$ cat src/rtl/compress_offset_ctrl_if.sv
// Signal bundle between the compress offset sequencer and its surroundings:
// request/status handshake, compress offset unit (cou_*) and VRF write port.
// master = sequencer view, slave = environment (requester, offset unit, VRF).
interface compress_offset_ctrl_if #(
  parameter int VL_W     = 6,
  parameter int OFFSET_W = 5
);
  // request / status
  logic                start;
  logic [VL_W-1:0]     vl;
  logic                ready;
  logic                done;
  logic                err;
  logic [VL_W-1:0]     wcount;
  // offset unit
  logic                cou_ena;
  logic                cou_done;
  logic                cou_busy;
  logic                cou_checking_mask0_1;
  logic [1:0]          cou_wen;
  logic [OFFSET_W-1:0] cou_woffset0;
  logic [OFFSET_W-1:0] cou_woffset1;
  logic [VL_W-1:0]     src_idx;
  // VRF write port
  logic                stall;
  logic [1:0]          wr_en;
  logic [OFFSET_W-1:0] wr_idx0;
  logic [OFFSET_W-1:0] wr_idx1;

  modport master (
    input  start, vl, cou_busy, cou_checking_mask0_1, cou_wen,
           cou_woffset0, cou_woffset1, stall,
    output ready, done, err, wcount, cou_ena, cou_done, src_idx,
           wr_en, wr_idx0, wr_idx1
  );

  modport slave (
    output start, vl, cou_busy, cou_checking_mask0_1, cou_wen,
           cou_woffset0, cou_woffset1, stall,
    input  ready, done, err, wcount, cou_ena, cou_done, src_idx,
           wr_en, wr_idx0, wr_idx1
  );
endinterface

$ cat src/rtl/compress_offset_ctrl.sv
// Vector-compress offset sequencer: walks the offset unit two source
// elements per cycle, registers its write enables/offsets into stall-aware
// VRF write requests, counts accepted elements and flags protocol errors.
module compress_offset_ctrl #(
  parameter int VLMAX    = 32,
  parameter int VL_W     = 6,
  parameter int OFFSET_W = 5
) (
  input  logic                  clk,
  input  logic                  rst,
  compress_offset_ctrl_if.master bus
);

  typedef enum logic [1:0] {IDLE, RUN, DRAIN, FIN} state_t;

  state_t              state_reg, state_next;
  logic [VL_W-1:0]     vl_reg;
  logic [VL_W-1:0]     src_idx_reg;
  logic [VL_W-1:0]     wcount_reg;
  logic [1:0]          wr_en_reg;
  logic [OFFSET_W-1:0] wr_idx0_reg;
  logic [OFFSET_W-1:0] wr_idx1_reg;
  logic                err_reg;

  logic                cou_ena;
  logic                cou_done;
  logic                start_ok;
  logic                last_pair;
  logic                lane1_ok;
  logic                err_set;
  logic [VL_W-1:0]     vl_clamped;
  logic [VL_W-1:0]     wr_pop;

  // Request decode, pair-position compares (one bit wider so idx+2 never wraps)
  always_comb begin
    vl_clamped = (bus.vl > VL_W'(VLMAX)) ? VL_W'(VLMAX) : bus.vl;
    start_ok   = (state_reg == IDLE) && bus.start;
    last_pair  = ({1'b0, src_idx_reg} + (VL_W+1)'(2)) >= {1'b0, vl_reg};
    lane1_ok   = ({1'b0, src_idx_reg} + (VL_W+1)'(1)) <  {1'b0, vl_reg};
    wr_pop     = VL_W'(wr_en_reg[0]) + VL_W'(wr_en_reg[1]);
    // Only pair 0 may still be checking mask bits; the unit must stay busy while enabled
    err_set    = cou_ena &&
                 ((bus.cou_checking_mask0_1 && (src_idx_reg != '0)) || !bus.cou_busy);
  end

  // State register
  always_ff @(posedge clk or posedge rst) begin
    if (rst) state_reg <= IDLE;
    else     state_reg <= state_next;
  end

  // Next state and offset-unit handshake
  always_comb begin
    state_next = state_reg;
    cou_ena    = 1'b0;
    cou_done   = 1'b0;
    case (state_reg)
      IDLE: begin
        if (bus.start) state_next = (vl_clamped == '0) ? FIN : RUN;
      end
      RUN: begin
        cou_ena  = !bus.stall;
        cou_done = cou_ena && last_pair;
        if (cou_done) state_next = DRAIN;
      end
      DRAIN: begin
        if (!bus.cou_busy && !bus.stall) state_next = FIN;
      end
      FIN: begin
        state_next = IDLE;
      end
      default: state_next = IDLE;
    endcase
  end

  // VRF write request registers: hold under stall, load on each enabled pair
  always_ff @(posedge clk or posedge rst) begin
    if (rst) begin
      wr_en_reg   <= '0;
      wr_idx0_reg <= '0;
      wr_idx1_reg <= '0;
    end else if (!bus.stall) begin
      if (cou_ena) begin
        // lane 1 of the final pair of an odd request has no source element
        wr_en_reg   <= {bus.cou_wen[1] && lane1_ok, bus.cou_wen[0]};
        wr_idx0_reg <= bus.cou_woffset0;
        wr_idx1_reg <= bus.cou_woffset1;
      end else begin
        wr_en_reg   <= '0;
      end
    end
  end

  // Request bookkeeping: vl latch, pair index, accepted-element count, sticky error
  always_ff @(posedge clk or posedge rst) begin
    if (rst) begin
      vl_reg      <= '0;
      src_idx_reg <= '0;
      wcount_reg  <= '0;
      err_reg     <= 1'b0;
    end else begin
      if (!bus.stall) begin
        wcount_reg <= wcount_reg + wr_pop;
        if (cou_ena) src_idx_reg <= src_idx_reg + VL_W'(2);
      end
      if (err_set) err_reg <= 1'b1;
      if (start_ok) begin
        vl_reg      <= vl_clamped;
        src_idx_reg <= '0;
        wcount_reg  <= '0;
        err_reg     <= 1'b0;
      end
    end
  end

  assign bus.ready    = (state_reg == IDLE);
  assign bus.done     = (state_reg == FIN);
  assign bus.cou_ena  = cou_ena;
  assign bus.cou_done = cou_done;
  assign bus.src_idx  = src_idx_reg;
  assign bus.wr_en    = wr_en_reg;
  assign bus.wr_idx0  = wr_idx0_reg;
  assign bus.wr_idx1  = wr_idx1_reg;
  assign bus.wcount   = wcount_reg;
  assign bus.err      = err_reg;

endmodule
$ cat src/flat_wrapper.sv
// flat-port wrapper written by rule: the top's interface ports become plain ports
module compress_offset_ctrl_flat 
#(
  parameter int VLMAX    = 32,
  parameter int VL_W     = 6,
  parameter int OFFSET_W = 5
)
  (clk, rst, bus_start, bus_vl, bus_cou_busy, bus_cou_checking_mask0_1, bus_cou_wen, bus_cou_woffset0, bus_cou_woffset1, bus_stall, bus_ready, bus_done, bus_err, bus_wcount, bus_cou_ena, bus_cou_done, bus_src_idx, bus_wr_en, bus_wr_idx0, bus_wr_idx1);
  compress_offset_ctrl_if #(.VL_W(VL_W), .OFFSET_W(OFFSET_W)) bus_i ();
  input  logic clk;
  input  logic rst;
  input wire logic [$bits(bus_i.start)-1:0] bus_start;
  input wire logic [$bits(bus_i.vl)-1:0] bus_vl;
  input wire logic [$bits(bus_i.cou_busy)-1:0] bus_cou_busy;
  input wire logic [$bits(bus_i.cou_checking_mask0_1)-1:0] bus_cou_checking_mask0_1;
  input wire logic [$bits(bus_i.cou_wen)-1:0] bus_cou_wen;
  input wire logic [$bits(bus_i.cou_woffset0)-1:0] bus_cou_woffset0;
  input wire logic [$bits(bus_i.cou_woffset1)-1:0] bus_cou_woffset1;
  input wire logic [$bits(bus_i.stall)-1:0] bus_stall;
  output wire logic [$bits(bus_i.ready)-1:0] bus_ready;
  output wire logic [$bits(bus_i.done)-1:0] bus_done;
  output wire logic [$bits(bus_i.err)-1:0] bus_err;
  output wire logic [$bits(bus_i.wcount)-1:0] bus_wcount;
  output wire logic [$bits(bus_i.cou_ena)-1:0] bus_cou_ena;
  output wire logic [$bits(bus_i.cou_done)-1:0] bus_cou_done;
  output wire logic [$bits(bus_i.src_idx)-1:0] bus_src_idx;
  output wire logic [$bits(bus_i.wr_en)-1:0] bus_wr_en;
  output wire logic [$bits(bus_i.wr_idx0)-1:0] bus_wr_idx0;
  output wire logic [$bits(bus_i.wr_idx1)-1:0] bus_wr_idx1;
  assign bus_i.start = bus_start;
  assign bus_i.vl = bus_vl;
  assign bus_i.cou_busy = bus_cou_busy;
  assign bus_i.cou_checking_mask0_1 = bus_cou_checking_mask0_1;
  assign bus_i.cou_wen = bus_cou_wen;
  assign bus_i.cou_woffset0 = bus_cou_woffset0;
  assign bus_i.cou_woffset1 = bus_cou_woffset1;
  assign bus_i.stall = bus_stall;
  assign bus_ready = bus_i.ready;
  assign bus_done = bus_i.done;
  assign bus_err = bus_i.err;
  assign bus_wcount = bus_i.wcount;
  assign bus_cou_ena = bus_i.cou_ena;
  assign bus_cou_done = bus_i.cou_done;
  assign bus_src_idx = bus_i.src_idx;
  assign bus_wr_en = bus_i.wr_en;
  assign bus_wr_idx0 = bus_i.wr_idx0;
  assign bus_wr_idx1 = bus_i.wr_idx1;
  compress_offset_ctrl #(.VLMAX(VLMAX), .VL_W(VL_W), .OFFSET_W(OFFSET_W)) u_core (.clk(clk), .rst(rst), .bus(bus_i));
endmodule
$ cat config.mk
export PLATFORM = sky130hd
export DESIGN_NAME = compress_offset_ctrl_flat
export DESIGN_NICKNAME = d
export VERILOG_FILES = /design/src/rtl/compress_offset_ctrl_if.sv /design/src/rtl/compress_offset_ctrl.sv /design/src/flat_wrapper.sv
export SDC_FILE = /design/constraint.sdc
export NUM_CORES = 1
export LEC_CHECK = 0
export ABC_AREA = 1
export ABC_CLOCK_PERIOD_IN_PS = 2450
export CORE_ASPECT_RATIO = 1.1
export CORE_MARGIN = 10
export CORE_UTILIZATION = 47
export DETAILED_ROUTE_END_ITERATION = 12
export GPL_TIMING_DRIVEN = 0
export HOLD_SLACK_MARGIN = 0.15
export PLACE_DENSITY = 0.91
export SYNTH_ARGS = -nofsm -noshare
export SYNTH_HDL_FRONTEND = slang
export SYNTH_SLANG_ARGS = --single-unit
export TNS_END_PERCENT = 10
$ cat constraint.sdc
create_clock -name clk -period 2.45 [get_ports clk]
set_input_delay 0.6125 -clock clk [delete_from_list [all_inputs] [get_ports clk]]
set_output_delay 0.6125 -clock clk [all_outputs]
set_load 0.01 [all_outputs]
==> results of run 1 <==
-- kinds of logic after synthesis --
| family | share of synthesized area (%) |
|---|---|
| XOR/XNOR | 1.459 |
| buffers and inverters | 8.402 |
| AO/OA/AOI/OAI | 8.959 |
| flip-flops | 44.44 |
| adder cells (fa/ha/maj) | 13.61 |
| AND/OR/NAND/NOR | 22.92 |
| other | 0.2081 |
-- worst max path at each step --
stage | slack, ps | to
after floorplan | 90 | bus_cou_done
after global placement | -450 | bus_cou_done
after detailed placement | -470 | bus_cou_done
after CTS | -190 | bus_cou_done
after global routing | -390 | bus_cou_done
final | -320 | bus_cou_done
-- cell usage after synthesis (2+ instances only) --
library cell  instances  area share, %
a21oi_1              10            2.8
buf_4                 2           0.83
clkbuf_1              2           0.42
dfrtp_1              32             44
ha_1                 18             13
inv_1                26            5.4
inv_2                 3           0.62
nand2_1              57             12
nand2_2               4            1.4
nand3_1              11            3.1
nand4_1               2           0.69
nor2_1               12            2.5
nor3_1                2           0.56
o21ai_0              12            3.3
o21ai_1               3           0.83
o22ai_1               2           0.69
xor2_1                3            1.5
-- per-layer routing --
metal / share of wire [%] / wire length (µm) / global-route usage (%)
met2: 55 / 3017 / 29.25
met5: 0 / 0 / 0
met1: 38 / 2052 / 15.64
met4: 1.8 / 99 / 6.852
met3: 5.1 / 275 / 4.325
-- stage by stage --
stage               util [%]  setup slack, ps  cells  TNS, ps  total power, W
floorplan                  -            86.77    215        0        0.001570
global placement       64.47           -445.1    316   -826.1        0.002061
detailed placement     64.47           -466.8    316   -843.8        0.002135
CTS                    70.35           -190.3    337   -365.3        0.002689
global route           71.74           -389.1    337    -1068        0.002979
finish                 71.74           -320.6    337   -789.4        0.002767
-- what timing repair did --
action,CTS,global route
pin swaps,7,4
endpoints found under the setup margin,2,3
gates resized for setup,13,10
buffers inserted,13,0
-- tightest hold or removal path, stage by stage, from the launching register on --
cell and delay, ps:
dfrtp_1 350, nand2_1 50, nand2_1 40
-- power by group through the flow --
stage                     registers [W]  clock network, W  logic, W
final                          0.000865          0.000421   0.00148
after floorplan                0.000912                 0  0.000658
after global routing           0.000890          0.000450   0.00164
after CTS                      0.000852          0.000425   0.00141
after detailed placement       0.000868                 0   0.00127
after global placement         0.000856                 0   0.00120
-- layout make-up --
type                            count  area (µm²)
Fill cell                         281        1041
Multi-Input combinational cell    147       924.6
Sequential cell                    32       803.3
Timing Repair Buffer               64       608.1
Inverter                           30       115.1
Clock buffer                        8       90.09
Tap cell                           50       62.56
Buffer                              6       38.79
==> out/metrics.yaml, run 1 <==
cp-start-kind: "register"
worstSetupPathType: "reg2out"
min_path_cells: 2
wirelength_um: 5444
end_kind: "primary output"
netlist_area_um2: 1802
die_w_um: 79.04
cellPowerDensity_nw_per_um2: 1047
row_count: 23
clock-sinks: 32
gp_congestion: 0.8045
dieArea_um2: 6713
power.switching_w: 0.001102
clkTransAtPathRegs_ps: 70
crit_family: "simple AND/OR/NAND/NOR gates"
cp.depth: 14
nets: 329
drc_errors: 0
worstPathArrival_ps: 2160
synth-edff-count: 0
syn_inst: 215
syn_to_final_growth_pct: 46.67
worstHoldPathType: "reg2reg"
hold_viol: 0
antenna_found_initial: 0
ir_drop_mv: 0.6494
wl_per_cell_um: 16.15
setup_ws_ps: -320.6
hp-start: "u_core.bus.wr_idx1[1]$_DFFE_PP0P_"
ys_seq_area_share_pct: 44.44
combPwrFrac_pct: 53.5
htree_levels: 2
leakage_nw: 1.308
vias: 1716
cp.required_ps: 1840
fin_crit_ps: 2771
finalCritPeriodShare_pct: 113.1
critPathMaxFanout: 2
violations: "negative setup slack"
coreArea_um2: 3684
syn_area_per_cell_um2: 8.380
mostFrequentLayoutCells: "56 x nand2_1, 48 x clkdlybuf4s50_1, 30 x dfrtp_1"
r2r_cells: 22
reg2reg_to: "u_core.state_reg[1]$_DFFE_PP0P_"
slowest_delay_ps: 420
cts_buffers: 5
async_flop_share_pct: 100.0
place_area_um2: 2375
num_antenna_cells: 0
slew_violations: 0
synth_seq_cells: 32
dp.final_hpwl_um: 3575
drt_pass1_iterations: 4
grt_max_degree: 33
grt_usage_pct: 15.68
tritoncts: "yes"
worstSkewPairLatency_ps: 290
drv_cap: 0
ant_nets: 0
drt_iter0_drc: 167
rsz0062_at_grt: "yes"
initial_utilization_pct: 48.91
gr-total-overflow: 0
swShare_pct: 39.82
pwr-share-clk_pct: 15.2
reg2reg_slack_ps: -240
cpMostUsedCell: "nand2_1"
path_cells: "buf_6, nand3_4, xor2_2, inv_2, ha_4, nand2_2, nand2_1, nand2_1, nand2_1, nor2_1, nand2_1, nand2_2, nor2_2, buf_2"
io_pins: 53
r2r-start: "u_core.bus.src_idx[2]$_DFFE_PP0P_"
setup_viol: 3
fmax_mhz: 360.9
grt_pass1_wl_um: 8466
p_seq_share_pct: 31.3
slew_headroom_pct: 17.15
slowest_stage: "dfrtp_1"
cp.buffers_inverters: 3
fin_skew_ps: 5.210
finalInstanceArea_um2: 2643
cts_hold_buffers: 0
synthesis.nets: 258
avgViaCountPerCell: 5.092
die_h_um: 84.94
ys_warn_count: 0
whs_ps: 477.7
clockRootBuffer: "clkbuf_8"
crit_start: "u_core.bus.src_idx[2]$_DFFE_PP0P_"
synth.distinct_cells: 31
layout_commonest_cell: "nand2_1"
layout-drive-gt1-share_pct: 16.38
tightest_slew_ps: 1241
min_to: "u_core.bus.wr_idx1[1]$_DFFE_PP0P_"
intPower_w: 0.001665
cts_buffer_depth: 2
ys.flop_type: "dfrtp_1"
run_status: "complete, but fails checks"
port_buffers: 51
grt_pass1_vias: 1819
Power figures use the tool's default switching activity.
==> inputs of run 2 (changes only) <==
==> constraint.sdc (replaced) <==
create_clock -name clk -period 2.45 [get_ports clk]
set_input_delay 0.3675 -clock clk [delete_from_list [all_inputs] [get_ports clk]]
set_output_delay 0.3675 -clock clk [all_outputs]
set_load 0.01 [all_outputs]
==> out/metrics.yaml, run 2 (same netlist as run 1, synthesis figures left out) <==
grt_pass1_wl_um: 7714  # -8.9%
cp.buffers_inverters: 3  # unchanged
slowest_stage: "dfrtp_1"
violations: "negative setup slack"
critPathMaxFanout: 2  # unchanged
r2r-start: "u_core.bus.src_idx[2]$_DFFE_PP0P_"
slowest_delay_ps: 430  # about the same
crit_family: "simple AND/OR/NAND/NOR gates"
cts_buffers: 5  # unchanged
wirelength_um: 5147  # -5.5%
grt_usage_pct: 14.18  # -1.5 points
dp.final_hpwl_um: 3575  # unchanged
gr-total-overflow: 0  # unchanged
layout-drive-gt1-share_pct: 14.59  # -1.8 points
vias: 1707  # -0.52%
fmax_mhz: 396.4  # +9.8%
layout_commonest_cell: "nand2_1"
run_status: "complete, but fails checks"
worstPathArrival_ps: 2160  # about the same
reg2reg_to: "u_core.state_reg[1]$_DFFE_PP0P_"
drt_pass1_iterations: 4  # unchanged
grt_pass1_vias: 1675  # -7.9%
path_cells: "buf_6, nand3_4, xor2_2, inv_2, ha_4, nand2_1, nand2_1, nand2_1, nand2_1, nor2_1, nand2_1, nand2_2, nor2_2, buf_2"
r2r_cells: 17  # -23%
final_core_util_pct: 71.26  # -0.48 points
clock-sinks: 32  # unchanged
worstSkewPairLatency_ps: 290  # about the same
dieArea_um2: 6713  # unchanged
rsz0062_at_grt: "yes"
grt_max_degree: 33  # unchanged
reg2reg_slack_ps: 320  # +560 ps
slew_violations: 0  # unchanged
whs_ps: 367.7  # -109.9 ps
syn_to_final_growth_pct: 45.69
drt_iter0_drc: 116  # -31%
num_antenna_cells: 0  # unchanged
cts_buffer_depth: 2  # unchanged
coreArea_um2: 3684  # unchanged
worstHoldPathType: "in2async"
leakage_nw: 1.279  # -2.2%
die_h_um: 84.94  # unchanged
initial_utilization_pct: 48.91  # unchanged
cpMostUsedCell: "nand2_1"
ant_nets: 0  # unchanged
tritoncts: "yes"
fin_crit_ps: 2523  # -247.7 ps
final_cell_count_no_fill: 331  # -1.8%
cp.required_ps: 2080  # +240 ps
clkTransAtPathRegs_ps: 70  # about the same
preCtsSetupSlack_ps: -221.8  # +245.0 ps
antenna_found_initial: 0  # unchanged
cellPowerDensity_nw_per_um2: 1026  # -2.0%
cp-start-kind: "register"
setup_ws_ps: -72.84  # +247.7 ps
end_kind: "primary output"
row_count: 23  # unchanged
worstSetupPathType: "reg2out"
io_pins: 53  # unchanged
ir_drop_mv: 0.6355  # -2.1%
clockRootBuffer: "clkbuf_8"
port_buffers: 51  # unchanged
fillers: 286  # +1.8%
seqCellArea_um2: 803.3  # unchanged
die_w_um: 79.04  # unchanged
multiInputGateArea_um2: 929.6  # +0.54%
drc_errors: 0  # unchanged
finalCritPeriodShare_pct: 103.0  # -10 points
mostFrequentLayoutCells: "57 x nand2_1, 50 x clkdlybuf4s50_1, 30 x dfrtp_1"
fin_skew_ps: 7.012  # +1.802 ps
hold_viol: 0  # unchanged
setup_viol: 1  # -2
htree_levels: 2  # unchanged
gp_congestion: 0.8045  # unchanged
nets: 323  # -1.8%
place_inst: 316  # unchanged
wl_per_cell_um: 15.55  # -3.7%
drv_cap: 0  # unchanged
avgViaCountPerCell: 5.157  # +1.3%
[run 2: cell types whose count changed in the layout (fill, tap and decap cells not counted), sizes merged]
cell and delta:
buf -6, clkdlybuf4s50 +2, dlygate4sd2 -2
[run 2: what timing repair did]
action	in CTS	in global routing
hold buffers	0	0
pin swaps	0	3
buffers inserted	4	2
setup endpoints to repair	1	2
gates resized for setup	6	17
[run 2: cell type report]
cell class                 instances  area share [%]
inverter                          30           4.385
multi-input combinational        147           35.41
timing repair buffer              58           22.31
tap                               50           2.383
sequential                        32           30.60
clock buffer                       8           3.432
buffer                             6           1.478
[run 2: worst max-delay path by stage]
stage,startpoint,depth (start not counted),slack (ps),end
finish,u_core.bus.src_idx[2]$_DFFE_PP0P_,14,-70,bus_cou_done
CTS,u_core.bus.src_idx[1]$_DFFE_PP0P_,14,10,bus_cou_done
global route,u_core.bus.src_idx[1]$_DFFE_PP0P_,14,-180,bus_cou_done
floorplan,u_core.bus.src_idx[1]$_DFFE_PP0P_,10,330,bus_cou_done
global placement,u_core.bus.src_idx[1]$_DFFE_PP0P_,11,-200,bus_cou_done
detailed placement,u_core.bus.src_idx[1]$_DFFE_PP0P_,11,-220,bus_cou_done
[run 2: power by group]
| part | switching (W) | internal (W) |
|---|---|---|
| Clock | 0.000190 | 0.000229 |
| Sequential | 0.000136 | 0.000725 |
| Combinational | 0.000747 | 0.000665 |
[run 2: metal layers]
layer	wire [µm]	global-route usage, %	up-vias
met5	0	0	-
met4	97	5.383	0
met3	233	4.008	10
met2	2835	27.02	49
met1	1981	13.92	827
li1	-	-	821
[run 2: per-stage QoR]
| stage | TNS [ps] | total power, W | cell area, µm² |
|---|---|---|---|
| floorplan | 0 | 0.001570 | 1802 |
| global placement | -200.1 | 0.002061 | 2375 |
| detailed placement | -221.8 | 0.002135 | 2375 |
| CTS | 0 | 0.002607 | 2494 |
| global route | -207.7 | 0.002908 | 2625 |
| finish | -72.84 | 0.002692 | 2625 |
